===== config.mk =====
export PLATFORM = sky130hd
export DESIGN_NAME = fp16_subtractor
export DESIGN_NICKNAME = d
export VERILOG_FILES = /design/src/rtl/fp16_subtractor.sv
export SDC_FILE = /design/constraint.sdc
export NUM_CORES = 1
export LEC_CHECK = 0
export CORE_UTILIZATION = 40
export CTS_CLUSTER_DIAMETER = 40
export DETAILED_ROUTE_END_ITERATION = 12
export SLEW_MARGIN = 10
export SYNTH_ARGS = -nofsm -noshare
export SYNTH_HDL_FRONTEND = slang
export SYNTH_SLANG_ARGS = --single-unit

===== constraint.sdc =====
create_clock -name clk -period 11.66 [get_ports clk]
set_clock_uncertainty 0.1 [all_clocks]
set_input_delay 1.166 -clock clk [delete_from_list [all_inputs] [get_ports clk]]
set_output_delay 1.166 -clock clk [all_outputs]
set_load 0.03 [all_outputs]

===== src/rtl/fp16_subtractor.sv =====
// Multi-cycle IEEE-754 binary16 subtractor (x = a - b): subnormals flush to zero and results truncate.
// Valid/ready handshake on both sides; normalisation costs one cycle per left shift.
module fp16_subtractor (
  input  logic        clk,
  input  logic        rst,
  input  logic        in_valid,
  output logic        in_ready,
  input  logic [15:0] a,
  input  logic [15:0] b,
  output logic        out_valid,
  input  logic        out_ready,
  output logic [15:0] x
);

  typedef enum logic [2:0] {
    S_IDLE,
    S_ALIGN,
    S_SUB,
    S_NORM,
    S_DONE
  } state_t;

  state_t      state_q, state_d;
  logic [15:0] a_q, a_d;
  logic [15:0] b_q, b_d;
  logic [21:0] sig_big_q, sig_big_d;
  logic [21:0] sig_small_q, sig_small_d;
  logic [21:0] sig_q, sig_d;
  logic [5:0]  exp_q, exp_d;
  logic        sign_q, sign_d;
  logic        eff_sub_q, eff_sub_d;
  logic        zero_q, zero_d;
  logic        inf_q, inf_d;
  logic [15:0] x_q, x_d;

  // Alignment datapath: operates on the captured operands.
  logic [4:0]  a_exp, b_exp;
  logic [9:0]  a_man, b_man;
  logic [21:0] a_sig, b_sig;
  logic        nb_sign;
  logic        a_ge_b;
  logic [4:0]  exp_diff;
  logic [21:0] big_sig, small_sig, small_shifted;
  logic [4:0]  big_exp;
  logic        big_sign;

  assign a_exp   = a_q[14:10];
  assign b_exp   = b_q[14:10];
  assign a_man   = a_q[9:0];
  assign b_man   = b_q[9:0];
  assign nb_sign = ~b_q[15];

  // An exponent field of zero means the operand contributes nothing.
  assign a_sig = (a_exp == 5'd0) ? 22'd0 : {1'b0, 1'b1, a_man, 10'd0};
  assign b_sig = (b_exp == 5'd0) ? 22'd0 : {1'b0, 1'b1, b_man, 10'd0};

  assign a_ge_b    = (a_q[14:0] >= b_q[14:0]);
  assign big_sig   = a_ge_b ? a_sig : b_sig;
  assign small_sig = a_ge_b ? b_sig : a_sig;
  assign big_exp   = a_ge_b ? a_exp : b_exp;
  assign big_sign  = a_ge_b ? a_q[15] : nb_sign;
  assign exp_diff  = a_ge_b ? (a_exp - b_exp) : (b_exp - a_exp);

  assign small_shifted = (exp_diff >= 5'd22) ? 22'd0 : (small_sig >> exp_diff);

  // Significand combine and normalisation helpers.
  logic [21:0] sum;
  logic [5:0]  exp_inc;
  logic        need_shift;

  assign sum     = eff_sub_q ? (sig_big_q - sig_small_q) : (sig_big_q + sig_small_q);
  assign exp_inc = exp_q + 6'd1;

  assign need_shift = !zero_q && !inf_q && !sig_q[20] && (sig_q != 22'd0) && (exp_q > 6'd1);

  always_comb begin
    state_d     = state_q;
    a_d         = a_q;
    b_d         = b_q;
    sig_big_d   = sig_big_q;
    sig_small_d = sig_small_q;
    sig_d       = sig_q;
    exp_d       = exp_q;
    sign_d      = sign_q;
    eff_sub_d   = eff_sub_q;
    zero_d      = zero_q;
    inf_d       = inf_q;
    x_d         = x_q;

    case (state_q)
      S_IDLE: begin
        if (in_valid) begin
          a_d     = a;
          b_d     = b;
          state_d = S_ALIGN;
        end
      end

      S_ALIGN: begin
        sig_big_d   = big_sig;
        sig_small_d = small_shifted;
        exp_d       = {1'b0, big_exp};
        sign_d      = big_sign;
        eff_sub_d   = a_q[15] ^ nb_sign;
        state_d     = S_SUB;
      end

      S_SUB: begin
        zero_d = 1'b0;
        inf_d  = 1'b0;
        if (sum == 22'd0) begin
          zero_d = 1'b1;
          sig_d  = 22'd0;
        end else if (sum[21]) begin
          sig_d = sum >> 1;
          exp_d = exp_inc;
          inf_d = (exp_inc >= 6'd31);
        end else begin
          sig_d = sum;
        end
        state_d = S_NORM;
      end

      S_NORM: begin
        if (need_shift) begin
          sig_d = sig_q << 1;
          exp_d = exp_q - 6'd1;
        end else begin
          if (zero_q) begin
            x_d = 16'h0000;
          end else if (inf_q) begin
            x_d = {sign_q, 5'h1F, 10'h000};
          end else if (!sig_q[20]) begin
            // Ran out of exponent range before reaching the hidden bit.
            x_d = {sign_q, 15'h0000};
          end else begin
            x_d = {sign_q, exp_q[4:0], sig_q[19:10]};
          end
          state_d = S_DONE;
        end
      end

      S_DONE: begin
        if (out_ready) begin
          state_d = S_IDLE;
        end
      end

      default: state_d = S_IDLE;
    endcase
  end

  always_ff @(posedge clk) begin
    if (rst) begin
      state_q     <= S_IDLE;
      a_q         <= 16'h0000;
      b_q         <= 16'h0000;
      sig_big_q   <= 22'd0;
      sig_small_q <= 22'd0;
      sig_q       <= 22'd0;
      exp_q       <= 6'd0;
      sign_q      <= 1'b0;
      eff_sub_q   <= 1'b0;
      zero_q      <= 1'b0;
      inf_q       <= 1'b0;
      x_q         <= 16'h0000;
    end else begin
      state_q     <= state_d;
      a_q         <= a_d;
      b_q         <= b_d;
      sig_big_q   <= sig_big_d;
      sig_small_q <= sig_small_d;
      sig_q       <= sig_d;
      exp_q       <= exp_d;
      sign_q      <= sign_d;
      eff_sub_q   <= eff_sub_d;
      zero_q      <= zero_d;
      inf_q       <= inf_d;
      x_q         <= x_d;
    end
  end

  assign in_ready  = (state_q == S_IDLE);
  assign out_valid = (state_q == S_DONE);
  assign x         = x_q;

endmodule

======== Word level (Yosys, flattened, before mapping) ========
Index checks and enable logic that the tools add are counted.
word-level totals
  register bits ........................... 127
  input port bits ......................... 36
  output and inout bits ................... 18
  logic and storage cells ................. 82
cells by class
  $add $sub $neg .......................... 6
  $lt $le $gt $ge ......................... 4
  equal/unequal tests ..................... 10
  shift operators ......................... 1
  multiplexer cells ....................... 27
  bitwise operators ....................... 3
  reductions and logical operators ........ 19
operator list
  cell                                                                                  count
  21-bit two-way mux                                                                    6
  22-bit two-way mux                                                                    3
  22-bit case mux with 2 select lines                                                   1
  15-bit two-way mux                                                                    2
  22-bit adder                                                                          1
  22-bit zero test                                                                      1
  22-bit nonzero test                                                                   1
  21-bit by 5-bit right shift with 22-bit output                                        1
  22-bit subtractor                                                                     1
  6-bit two-way mux                                                                     3
  6-bit case mux with 3 select lines                                                    1
  16-bit two-way mux                                                                    1
  15-bit greater-or-equal comparator                                                    1
  3-bit case mux with 5 select lines                                                    1
  5-bit zero test                                                                       2
  5-bit two-way mux                                                                     2
  2-bit != test (second input constant)                                                 5
  5-bit subtractor                                                                      2
  3-bit two-way mux                                                                     3
  6-bit by 1-bit adder with 6-bit output (second input constant)                        1
  3-bit by 2-bit equality test with 1-bit output (second input constant)                2
  6-bit by 5-bit greater-or-equal comparator with 1-bit output (second input constant)  1
  6-bit by 1-bit greater-than comparator with 1-bit output (second input constant)      1
  2-bit AND reduction                                                                   3
  15 further kinds                                                                      24

======== Longest topological paths before layout ========
Gate-level depths: netlist of the first run.
  word-level depth ........................ 7
  gate-level depth with buffers ........... 22
  gate-level depth less buffers ........... 18

======== Worst setup path before layout of the first run ========
No wires, ideal clock.
  path type ............................... reg-to-reg
  from .................................... reg sig_small_q[5]
  to ...................................... reg sig_q[4]
  setup time .............................. 0.086 ns
  data arrival time ....................... 4.054 ns
  required time ........................... 11.474 ns
  path slack .............................. 7.421 ns
  cell stages (with the launch flop) ...... 22
  path buffers ............................ 4
  period minus slack after synthesis ...... 4.239 ns
  cells stage by stage .................... dfxtp_1 buf_6 or3_1 clkbuf_1 nor3_1 a21oi_1 nor2_1 o21ai_0 xnor2_1 ha_1 clkbuf_1 a21o_1 a21o_1 o21ai_0 a31oi_1 a211oi_1 xor2_1 buf_4 mux2_2 a31oi_1 o21ai_1 a211oi_1
on the way
  cells in the longest elaborated chain, start to end .. 5
  elaborated cells between the ends (all ways) .. 7
  those cells by class .................... 2 x add/sub; 4 x mux; 1 x reduce/logical
ends and longest elaborated chain
  element                                                 RTL line  source
  from (decl)                                             27        logic [21:0] sig_small_q, sig_small_d;
  from (signal assigned)                                  172       sig_small_q <= sig_small_d;
  22-bit adder or 22-bit subtractor (tied branches)       71        assign sum = eff_sub_q ? (sig_big_q - sig_small_q) : (sig_big_q + sig_small_q);
  22-bit two-way mux *                                    71
  22-bit zero test or 21-bit two-way mux (tied branches)  111, 114
  21-bit two-way mux *                                    111       if (sum == 22'd0) begin
  22-bit case mux with 2 select lines *                   90        case (state_q)
  to (signal assigned)                                    173       sig_q <= sig_d;
  to (decl)                                               28        logic [21:0] sig_q, sig_d;
Every way passes the cells marked *; elsewhere a longest branch is shown, timed or not.
A chain may end at the register's enable or synchronous reset.

======== Worst setup path in the final report of the first run ========
  from .................................... reg sig_small_q[0]
  to ...................................... reg exp_q[0]
on the way
  cells in the longest elaborated chain, start to end .. 5
  elaborated cells between the ends (all ways) .. 7
  those cells by class .................... 2 x add/sub; 2 x eq/ne; 1 x mux; 2 x reduce/logical
ends and longest elaborated chain
  element                                            RTL line  source
  22-bit adder or 22-bit subtractor (tied branches)  71
  22-bit two-way mux *                               71
  22-bit zero test                                   111
  2-bit != test (no line)                            -
  4-bit AND reduction (no line) *                    -
  to (signal assigned)                               174       exp_q <= exp_d;
  to (decl)                                          29        logic [5:0] exp_q, exp_d;
Marked as above.

==> results by group, run 1 <==
Run status
  • Run status: completed

Clocking
  • Clock slew at reported path FFs: 60 ps
  • Post-cts resize count: 0
  • Num CTS Buffers: 17
  • Sink Count: 115
  • Max H-tree Level: 4
  • CTS max path bufs: 2
  • CTS tree: built
  • Latest clock arrival within the worst-skew pair: 430 ps
  • Setup bufs post-CTS: 0
  • CTS root buf: clkbuf_16
  • Post-CTS Hold Buffers: 0

Synthesis
  • Synth Area in Adders: 0.0595
  • Synth Area in Compound Gates: 0.261
  • Post-Syn Nets: 1,234
  • Ys async rst share: 0
  • Xor and xnor area share after synthesis: 0.0435
  • #FFs+latches synth: 115
  • Post-synth EDFFs: 0
  • Top cells by area, synth: dfxtp_1 27%, nand2_1 7.0%, a21oi_1 6.5%
  • Synth Area in Simple Gates: 0.257
  • Top_reg_cell synth: dfxtp_1
  • Largest family of logic cells by synthesized area: compound AO/OA/AOI/OAI gates
  • Mux contribution to synthesized area: 0.0481
  • Netlist cell types: 78
  • Post-Synthesis Cell Area: 0.00845 mm^2
  • Synth top area share: 0.273
  • Ys Warns: 0
  • Post-synth top cells: 158 x nand2_1, 131 x nor2_1, 115 x dfxtp_1
  • Register area share after synthesis: 0.273
  • Most common cell in the netlist: nand2_1
  • Average cell area after synthesis: 7.29 um^2
  • Mapped Cells: 1,159
  • Area leader, netlist: dfxtp_1

STA
  • Fin. Hold Viols: 0
  • Setup ws final: 6600 ps
  • Min cycle time layout: 5060 ps
  • Max transition margin: 0.312
  • RSZ-0062 raised after global routing: no
  • Final setup viols: 0
  • Final setup TNS: 0 ps
  • Hold Slack: 362 ps
  • Crit share post-route: 0.434
  • Max-slew violations: 0
  • Slew @ Worst Pin: 1030 ps
  • Max frequency: 197 MHz

Hold path
  • Hold Crit Class: reg2reg

Finish
  • Finished Layout Cells: 1,440
  • Final nets: 1,232
  • Fill count: 2,105
  • Area growth from synthesis to layout: 14.2%
  • Layout cell share with drive strength beyond 1: 0.0658
  • Ant diodes: 0

GRT
  • Initial antenna violation count: 0
  • First-pass GRT wire length: 39,900 um
  • Largest net degree at the start of global routing: 81
  • GRT Overall Usage: 0.227
  • Grt ovf: 0
  • Vias in the first global route: 7,633

Placed design
  • DP Wirelength: 17,400 um
  • # placed instances: 1,408
  • Final GP Congestion: 0.865
  • Port Buffers: 53
  • Pre-CTS worst setup slack: 6650 ps

Setup path
  • Arrival time at the worst endpoint: 5310 ps
  • Crit-path leading delay family: compound AO/OA/AOI/OAI gates
  • Crit path kind: reg2reg
  • Worst path slowest cell: nor4b_2
  • Slowest stage delay, CP: 490 ps
  • Worst EP required: 11,900 ps
  • Crit-path cells: inv_1 -> ha_1 -> nor4b_2 -> a21oi_1 -> nor2_1 -> o21ai_0 -> xnor2_1 -> ha_1 -> a21o_1 -> a21o_1 -> o21ai_0 -> a31oi_1 -> a211oi_1 -> xor2_2 -> buf_4 -> a31oi_1 -> or2_1 -> a211o_1 -> a21oi_1
  • Startpoint types: register
  • Worst-path fanout max: 39
  • Crit end category: register
  • Crit path buffers/inverters: 2

Routing
  • DR vias: 8,308
  • DR vias/cell: 5.77
  • First DRT Iteration DRCs: 641
  • Drt drc: 0
  • 1st-pass router iterations: 7
  • Total Routed Length: 23,800 um
  • Wire per inst: 16.5 um
  • Post-DRT Antenna Nets: 0

Power and ir drop
  • Int Pwr: 1.23 mW
  • Gate power share: 0.558
  • Pwr per Cell Area: 236 mW/mm^2
  • Clock Power Share: 0.234
  • Sw frac: 0.459
  • Sw Pwr: 1.04 mW
  • Sequential Power Share: 0.208
  • Max IR drop VDD: 0.108 mV
  • Leak: 3.57 nW

Die
  • Core Rows: 52
  • Io pins: 54
  • Die Ht: 147 um
  • DIE WIDTH: 147 um
  • Initial core utilization: 0.412
  • Die area: 0.0217 mm^2
  • Core area: 0.0205 mm^2

Flow run
  • Max_cap viols: 0
-- cell usage in the layout, fill, tap and decap left out, types with 14 or more instances in the layout --
cell	Yosys	final
nor3_1	38	37
a22oi_1	18	18
mux2i_1	26	26
clkdlybuf4s50_1	0	52
nor2_1	131	131
ha_1	37	37
a21oi_1	109	109
a211oi_1	16	16
o21ai_0	45	44
clkbuf_16	0	17
a311oi_1	15	15
nand3_1	37	37
nand4_1	14	14
xnor2_1	28	28
a21o_1	18	18
nand2_1	158	158
dfxtp_1	115	115
inv_1	38	38
o211ai_1	33	33
-- per-stage QoR --
| step | instance area, um^2 | utilization | power, mW |
|---|---|---|---|
| 3_5_place_dp | 9050 | 0.442 | 1.74 |
| 4_1_cts | 9650 | 0.471 | 2.28 |
| 5_1_grt | 9650 | 0.471 | 2.45 |
| 6_report | 9650 | 0.471 | 2.28 |
| 2_1_floorplan | 8450 | - | 1.46 |
| 3_3_place_gp | 9050 | 0.442 | 1.73 |
-- layout make-up --
cell class	count	area, um^2	area share
Multi-Input combinational cell	921	5660	0.587
Sequential cell	115	2300	0.239
Timing Repair Buffer	64	611	0.0633
Clock buffer	19	443	0.0459
Tap cell	270	338	0.0350
Clock inverter	13	148	0.0153
Inverter	38	143	0.0148
-- path summary, 6_finish.rpt --
path                                    start  cells after the start               endpoint  slack, ps
setup / recovery  sig_small_q[0]$_SDFFE_PP0P_                     19  exp_q[0]$_SDFFE_PP0P_       6600
hold / removal          sig_q[1]$_SDFFE_PP0P_                      2  sig_q[1]$_SDFFE_PP0P_        360
setup reg to reg  sig_small_q[0]$_SDFFE_PP0P_                     19  exp_q[0]$_SDFFE_PP0P_       6600
hold reg to reg         sig_q[1]$_SDFFE_PP0P_                      2  sig_q[1]$_SDFFE_PP0P_        360
-- logic make-up (layout without fill, tap and decap cells) --
group	Yosys count	in the layout
AO/OA/AOI/OAI	336	336
multiplexers	39	39
XOR/XNOR	42	42
buffers and inverters	123	134
AND/OR/NAND/NOR	465	465
adder cells (fa/ha/maj)	39	39
flip-flops	115	115
-- routing by layer --
| layer | wire (um) | track usage | part of all wire |
|---|---|---|---|
| met2 | 10500 | 0.352 | 0.44 |
| met4 | 530 | 0.0732 | 0.022 |
| met5 | 0 | 0 | 0 |
| met1 | 11700 | 0.317 | 0.49 |
| met3 | 951 | 0.0376 | 0.040 |
-- worst min-delay path, stage by stage (launching register included) --
cell,delay [ps]
dfxtp_1,320
nand2_1,50
o21ai_1,50
-- sequential cells by signal, summed over array words and instances (netlist names) --
name and count:
sig_q 22, sig_small_q 21, a_q 16, b_q 16, x 16, sig_big_q 11, exp_q 6, state_q 3
eff_sub_q 1, inf_q 1, sign_q 1, zero_q 1
-- power by group through the flow --
stage	Sequential (mW)	Clock [mW]	Combinational (mW)
2_1_floorplan	0.459	0	1.00
3_3_place_gp	0.481	0	1.25
3_5_place_dp	0.481	0	1.26
4_1_cts	0.473	0.540	1.26
5_1_grt	0.479	0.559	1.41
6_report	0.473	0.531	1.27
Note: power is estimated with default switching activity, not from simulation.
==> run 2, diff against run 1 <==
==> constraint.sdc (replaced) <==
create_clock -name clk -period 4.45 [get_ports clk]
set_clock_uncertainty 0.1 [all_clocks]
set_input_delay 0.445 -clock clk [delete_from_list [all_inputs] [get_ports clk]]
set_output_delay 0.445 -clock clk [all_outputs]
set_load 0.03 [all_outputs]
==> results by group, run 2 (same netlist as run 1, synthesis figures left out) <==
Placed design
  • Final GP Congestion: 0.875 (+1.2%)
  • Pre-CTS worst setup slack: -26.5 ps (-6680 ps)
  • Port Buffers: 53 (unchanged)
  • DP Wirelength: 17,800 um (+2.2%)
  • # placed instances: 1,435 (+1.9%)

Hold path
  • WHS Path Cells: 1 (-1)
  • Worst Hold End: sig_q[21]$_SDFFE_PP0P_
  • Hold path start: sig_q[21]$_SDFFE_PP0P_
  • Hold Crit Class: reg2reg

GRT
  • GRT Overall Usage: 0.230 (+0.00317)
  • Grt ovf: 0 (unchanged)
  • Largest net degree at the start of global routing: 81 (unchanged)
  • First-pass GRT wire length: 40,400 um (+1.4%)
  • Initial antenna violation count: 0 (unchanged)
  • Vias in the first global route: 7,838 (+2.7%)

STA
  • Max frequency: 233 MHz (+18%)
  • Max transition margin: 0.286 (-0.0262)
  • Crit share post-route: 0.964 (+0.529)
  • RSZ-0062 raised after global routing: yes
  • Hold Slack: 362 ps (-0.297 ps)
  • Final setup TNS: 0 ps (unchanged)
  • Max-slew violations: 0 (unchanged)
  • Setup ws final: 162 ps (-6430 ps)
  • Slew @ Worst Pin: 1070 ps (+42.8 ps)
  • Final setup viols: 0 (unchanged)
  • Min cycle time layout: 4290 ps (-775 ps)
  • Fin. Hold Viols: 0 (unchanged)

Setup path
  • Reg2reg end: sig_q[0]$_SDFFE_PP0P_
  • R2R depth: 16 (-3)
  • Critical path origin: sig_small_q[0]$_SDFFE_PP0P_
  • Worst-path fanout max: 8 (-79%)
  • Crit end category: register
  • Crit path kind: reg2reg
  • Startpoint types: register
  • Worst EP required: 4630 ps (-7270 ps)
  • Reg-to-reg setup timing slack: 160 ps (-6430 ps)
  • Arrival time at the worst endpoint: 4470 ps (-840 ps)
  • Worst R2R Start: sig_small_q[0]$_SDFFE_PP0P_

Routing
  • First DRT Iteration DRCs: 656 (+2.3%)
  • Post-DRT Antenna Nets: 0 (unchanged)
  • Total Routed Length: 24,200 um (+1.7%)
  • DR vias: 8,380 (+0.87%)
  • Wire per inst: 16.5 um (-0.21%)
  • Drt drc: 0 (unchanged)
  • 1st-pass router iterations: 5 (-2)
  • DR vias/cell: 5.71 (-0.99%)

Clocking
  • CTS tree: built
  • CTS root buf: clkbuf_16
  • Num CTS Buffers: 17 (unchanged)
  • CTS max path bufs: 2 (unchanged)
  • Clock slew at reported path FFs: 50 ps (about the same)
  • Setup bufs post-CTS: 0 (unchanged)
  • Latest clock arrival within the worst-skew pair: 430 ps (about the same)
  • Sink Count: 115 (unchanged)
  • Max H-tree Level: 4 (unchanged)

Finish
  • Layout cell share with drive strength beyond 1: 0.0961 (+0.0303)
  • Most frequent cells in the layout: 158 x nand2_1, 131 x nor2_1, 115 x dfxtp_1
  • Max reg flops: 22 (unchanged)
  • Top flop regs: sig_q: 22 flops, sig_small_q: 21 flops
  • Most common cell after layout, fill and taps aside: nand2_1
  • Area growth from synthesis to layout: 17.3%
  • Finished Layout Cells: 1,467 (+1.9%)
  • Final nets: 1,259 (+2.2%)
  • Ant diodes: 0 (unchanged)
  • Largest Register: sig_q

Die
  • Core Rows: 52 (unchanged)
  • Die Ht: 147 um (unchanged)
  • DIE WIDTH: 147 um (unchanged)
  • Core area: 0.0205 mm^2 (unchanged)
  • Die area: 0.0217 mm^2 (unchanged)
  • Initial core utilization: 0.412 (unchanged)
  • Io pins: 54 (unchanged)

Power and ir drop
  • Max IR drop VDD: 0.376 mV (+250%)
  • Pwr per Cell Area: 627 mW/mm^2 (+170%)
  • Leak: 3.71 nW (+3.9%)

Run status
  • Run status: completed

Flow run
  • Max_cap viols: 0 (unchanged)
## run 2: cell type report
class,instances,area (um^2)
Clock buffer,19,453
Clock inverter,13,124
Fill cell,2131,10600
Inverter,38,143
Multi-Input combinational cell,921,5720
Sequential cell,115,2300
Tap cell,270,338
Timing Repair Buffer,91,826
## run 2: critical path, stage by stage, from the launching register on
cell and delay (ps):
dfxtp_1 330, inv_1 150, ha_4 200, or4b_2 620, nor2_1 120, a21oi_1 80, xnor2_1 130, ha_1 370
inv_1 110, or3_4 440, nor4_4 250, o21a_2 200, o2111ai_1 140, nor4_2 320, nand4_1 280, a32oi_1 270
nor2_1 50
## run 2: worst max path at each step
stage	to	slack [ps]
global route	sig_q[0]$_SDFFE_PP0P_	-20
detailed placement	sig_q[0]$_SDFFE_PP0P_	-30
CTS	sig_q[0]$_SDFFE_PP0P_	20
global placement	sig_q[0]$_SDFFE_PP0P_	50
floorplan	sig_q[4]$_SDFFE_PP0P_	210
finish	sig_q[0]$_SDFFE_PP0P_	160
## run 2: power by group
part           total [mW]  switching [mW]  internal (mW)
clock network        1.35           0.550          0.805
logic                3.63            2.16           1.47
registers            1.23           0.114           1.12
total                6.22            2.83           3.39
## run 2: through the flow
stage	utilization	area [um^2]	power [mW]
after detailed placement	0.452	9270	4.78
after global routing	0.483	9910	6.67
final	0.483	9910	6.22
after floorplan	-	8450	3.83
after global placement	0.452	9270	4.76
after CTS	0.481	9850	6.17
## run 2: metal layers
| layer | vias to the layer above | wire (um) | GRT usage |
|---|---|---|---|
| li1 | 4234 | - | - |
| met1 | 3897 | 11600 | 0.318 |
| met3 | 32 | 1000 | 0.0354 |
| met5 | - | 0 | 0 |
| met2 | 217 | 11100 | 0.363 |
| met4 | 0 | 452 | 0.0768 |
## run 2: what timing repair did
action | in CTS | in global routing
endpoints found under the setup margin | 1 | 16
hold buffers | 0 | 0
gates resized for setup | 2 | 10
pin swaps | 1 | 2
==> run 3, diff against run 2 <==
--- a/config.mk
+++ b/config.mk
@@ -5,9 +5,10 @@
 export SDC_FILE = /design/constraint.sdc
 export NUM_CORES = 1
 export LEC_CHECK = 0
-export CORE_UTILIZATION = 40
+export CORE_UTILIZATION = 55
 export CTS_CLUSTER_DIAMETER = 40
 export DETAILED_ROUTE_END_ITERATION = 12
+export PLACE_DENSITY = 0.78
 export SLEW_MARGIN = 10
 export SYNTH_ARGS = -nofsm -noshare
 export SYNTH_HDL_FRONTEND = slang
==> results by group, run 3 (same netlist as run 1, synthesis figures left out) <==
Power and ir drop
  • Sw frac: 0.450 (-0.00446)
  • Sequential Power Share: 0.199 (about the same)
  • Max IR drop VDD: 0.415 mV (+10%)
  • Gate power share: 0.590 (+0.006)
  • Pwr per Cell Area: 635 mW/mm^2 (+1.2%)
  • Clock Power Share: 0.212 (-0.006)
  • Leak: 3.70 nW (-0.25%)
  • Int Pwr: 3.42 mW (+0.84%)
  • Sw Pwr: 2.80 mW (-0.96%)

Setup path
  • Arrival time at the worst endpoint: 4450 ps (-20 ps)
  • Crit-path cells: inv_1 -> ha_2 -> or4b_2 -> nor2_2 -> a21oi_1 -> xnor2_1 -> ha_1 -> inv_1 -> or3_4 -> nor4_4 -> o21a_1 -> o221ai_1 -> nor4_1 -> nand4_1 -> a32oi_1 -> nor2_1
  • R2R depth: 16 (unchanged)
  • Crit path kind: reg2reg
  • Slowest stage delay, CP: 630 ps (about the same)
  • Worst EP required: 4640 ps (about the same)
  • Most used cell, CP: inv_1
  • Startpoint types: register
  • Crit-path leading delay family: simple AND/OR/NAND/NOR gates
  • Crit path buffers/inverters: 2 (unchanged)
  • Worst path slowest cell: or4b_2
  • Reg2reg end: sig_q[0]$_SDFFE_PP0P_
  • Worst R2R Start: sig_small_q[1]$_SDFFE_PP0P_
  • Reg-to-reg setup timing slack: 180 ps (+20 ps)
  • CP Depth: 16 (unchanged)
  • Crit end category: register
  • Worst-path fanout max: 8 (unchanged)

Placed design
  • Final GP Congestion: 0.899 (+2.6%)
  • Pre-CTS worst setup slack: 78.0 ps (+104 ps)
  • Port Buffers: 53 (unchanged)
  • # placed instances: 1,347 (-6.1%)
  • DP Wirelength: 16,900 um (-5.0%)

STA
  • Hold Slack: 378 ps (+15.9 ps)
  • Final setup viols: 0 (unchanged)
  • Max frequency: 234 MHz (+0.47%)
  • Crit share post-route: 0.959 (-0.00449)
  • Min cycle time layout: 4270 ps (-20.0 ps)
  • Fin. Hold Viols: 0 (unchanged)
  • Slew @ Worst Pin: 1050 ps (-19.6 ps)
  • Max transition margin: 0.299 (+0.0131)
  • Max-slew violations: 0 (unchanged)
  • Setup ws final: 182 ps (+20.0 ps)
  • Final setup TNS: 0 ps (unchanged)

Routing
  • Total Routed Length: 23,000 um (-4.7%)
  • Drt drc: 0 (unchanged)
  • First DRT Iteration DRCs: 718 (+9.5%)
  • 1st-pass router iterations: 6 (+1)
  • DR vias/cell: 6.20 (+8.6%)
  • DR vias: 8,575 (+2.3%)
  • Wire per inst: 16.7 um (+1.2%)
  • Post-DRT Antenna Nets: 0 (unchanged)

Clocking
  • CTS max path bufs: 2 (unchanged)
  • Max H-tree Level: 4 (unchanged)
  • Sink Count: 115 (unchanged)
  • Num CTS Buffers: 17 (unchanged)
  • CTS tree: built
  • Clock slew at reported path FFs: 60 ps (about the same)
  • CTS root buf: clkbuf_16
  • Post-CTS Hold Buffers: 0 (unchanged)
  • Latest clock arrival within the worst-skew pair: 420 ps (about the same)

Finish
  • Max reg flops: 22 (unchanged)
  • Finished Layout Cells: 1,382 (-5.8%)
  • Largest Register: sig_q
  • Most frequent cells in the layout: 158 x nand2_1, 130 x nor2_1, 114 x dfxtp_1
  • Final nets: 1,260 (+0.079%)
  • Most common cell after layout, fill and taps aside: nand2_1
  • Ant diodes: 0 (unchanged)
  • Layout cell share with drive strength beyond 1: 0.0943 (-0.00175)
  • Top flop regs: sig_q: 22 flops, sig_small_q: 21 flops
  • Area growth from synthesis to layout: 15.9%

Die
  • Core area: 0.0148 mm^2 (-28%)
  • DIE WIDTH: 126 um (-15%)
  • Die area: 0.0159 mm^2 (-27%)
  • Io pins: 54 (unchanged)
  • Die Ht: 126 um (-15%)
  • Core Rows: 44 (-15%)
  • Initial core utilization: 0.573 (+0.160)

Hold path
  • Worst Hold End: sig_q[21]$_SDFFE_PP0P_
  • Hold path start: sig_q[21]$_SDFFE_PP0P_
  • WHS Path Cells: 1 (unchanged)
  • Hold Crit Class: reg2reg

GRT
  • First-pass GRT wire length: 37,700 um (-6.6%)
  • Largest net degree at the start of global routing: 70 (-14%)
  • GRT Overall Usage: 0.292 (+0.0618)
  • Grt ovf: 0 (unchanged)
  • Vias in the first global route: 7,798 (-0.51%)
  • Initial antenna violation count: 0 (unchanged)

Run status
  • Run status: completed

Flow run
  • Max_cap viols: 0 (unchanged)
run 3: through the flow:
step,total power [mW],utilization,area [um^2]
4_1_cts,6.06,0.659,9720
3_5_place_dp,4.73,0.620,9150
2_1_floorplan,3.83,-,8450
3_3_place_gp,4.70,0.620,9150
6_report,6.22,0.664,9790
5_1_grt,6.62,0.664,9790
run 3: area by class of cell:
cell class / instances / area (um^2)
inverters: 38 / 143
repair buffers: 92 / 833
flip-flops and latches: 115 / 2300
clock buffers: 20 / 437
multi-input cells: 921 / 5710
well taps: 184 / 230
fillers: 1287 / 4960
clock inverters: 12 / 135
run 3: what timing repair did:
action,CTS,global route
buffers inserted,0,3
resized for setup,0,12
hold endpoints to repair,0,0
endpoints found under the setup margin,0,23
run 3: worst max path at each step:
| stage | from | to | slack, ps |
|---|---|---|---|
| after detailed placement | sig_small_q[1]$_SDFFE_PP0P_ | sig_q[0]$_SDFFE_PP0P_ | 80 |
| final | sig_small_q[1]$_SDFFE_PP0P_ | sig_q[0]$_SDFFE_PP0P_ | 180 |
| after global placement | sig_small_q[1]$_SDFFE_PP0P_ | sig_q[0]$_SDFFE_PP0P_ | 80 |
| after floorplan | sig_small_q[5]$_SDFFE_PP0P_ | sig_q[4]$_SDFFE_PP0P_ | 210 |
| after global routing | sig_small_q[1]$_SDFFE_PP0P_ | sig_q[0]$_SDFFE_PP0P_ | -40 |
| after CTS | sig_small_q[7]$_SDFFE_PP0P_ | exp_q[0]$_SDFFE_PP0P_ | 70 |
run 3: power groups by stage:
stage	Sequential, mW	Combinational [mW]	Clock [mW]
final	1.23	3.67	1.32
after CTS	1.23	3.50	1.33
after detailed placement	1.25	3.48	0
after global routing	1.25	3.99	1.38
after floorplan	1.20	2.63	0
after global placement	1.25	3.45	0
run 3: routing by layer:
layer / vias to the layer above / global-route usage / part of all wire
met2: 315 / 0.466 / 0.46
met4: 0 / 0.115 / 0.024
met1: 3965 / 0.391 / 0.45
li1: 4246 / - / -
met5: - / 0 / 0
met3: 49 / 0.0514 / 0.064
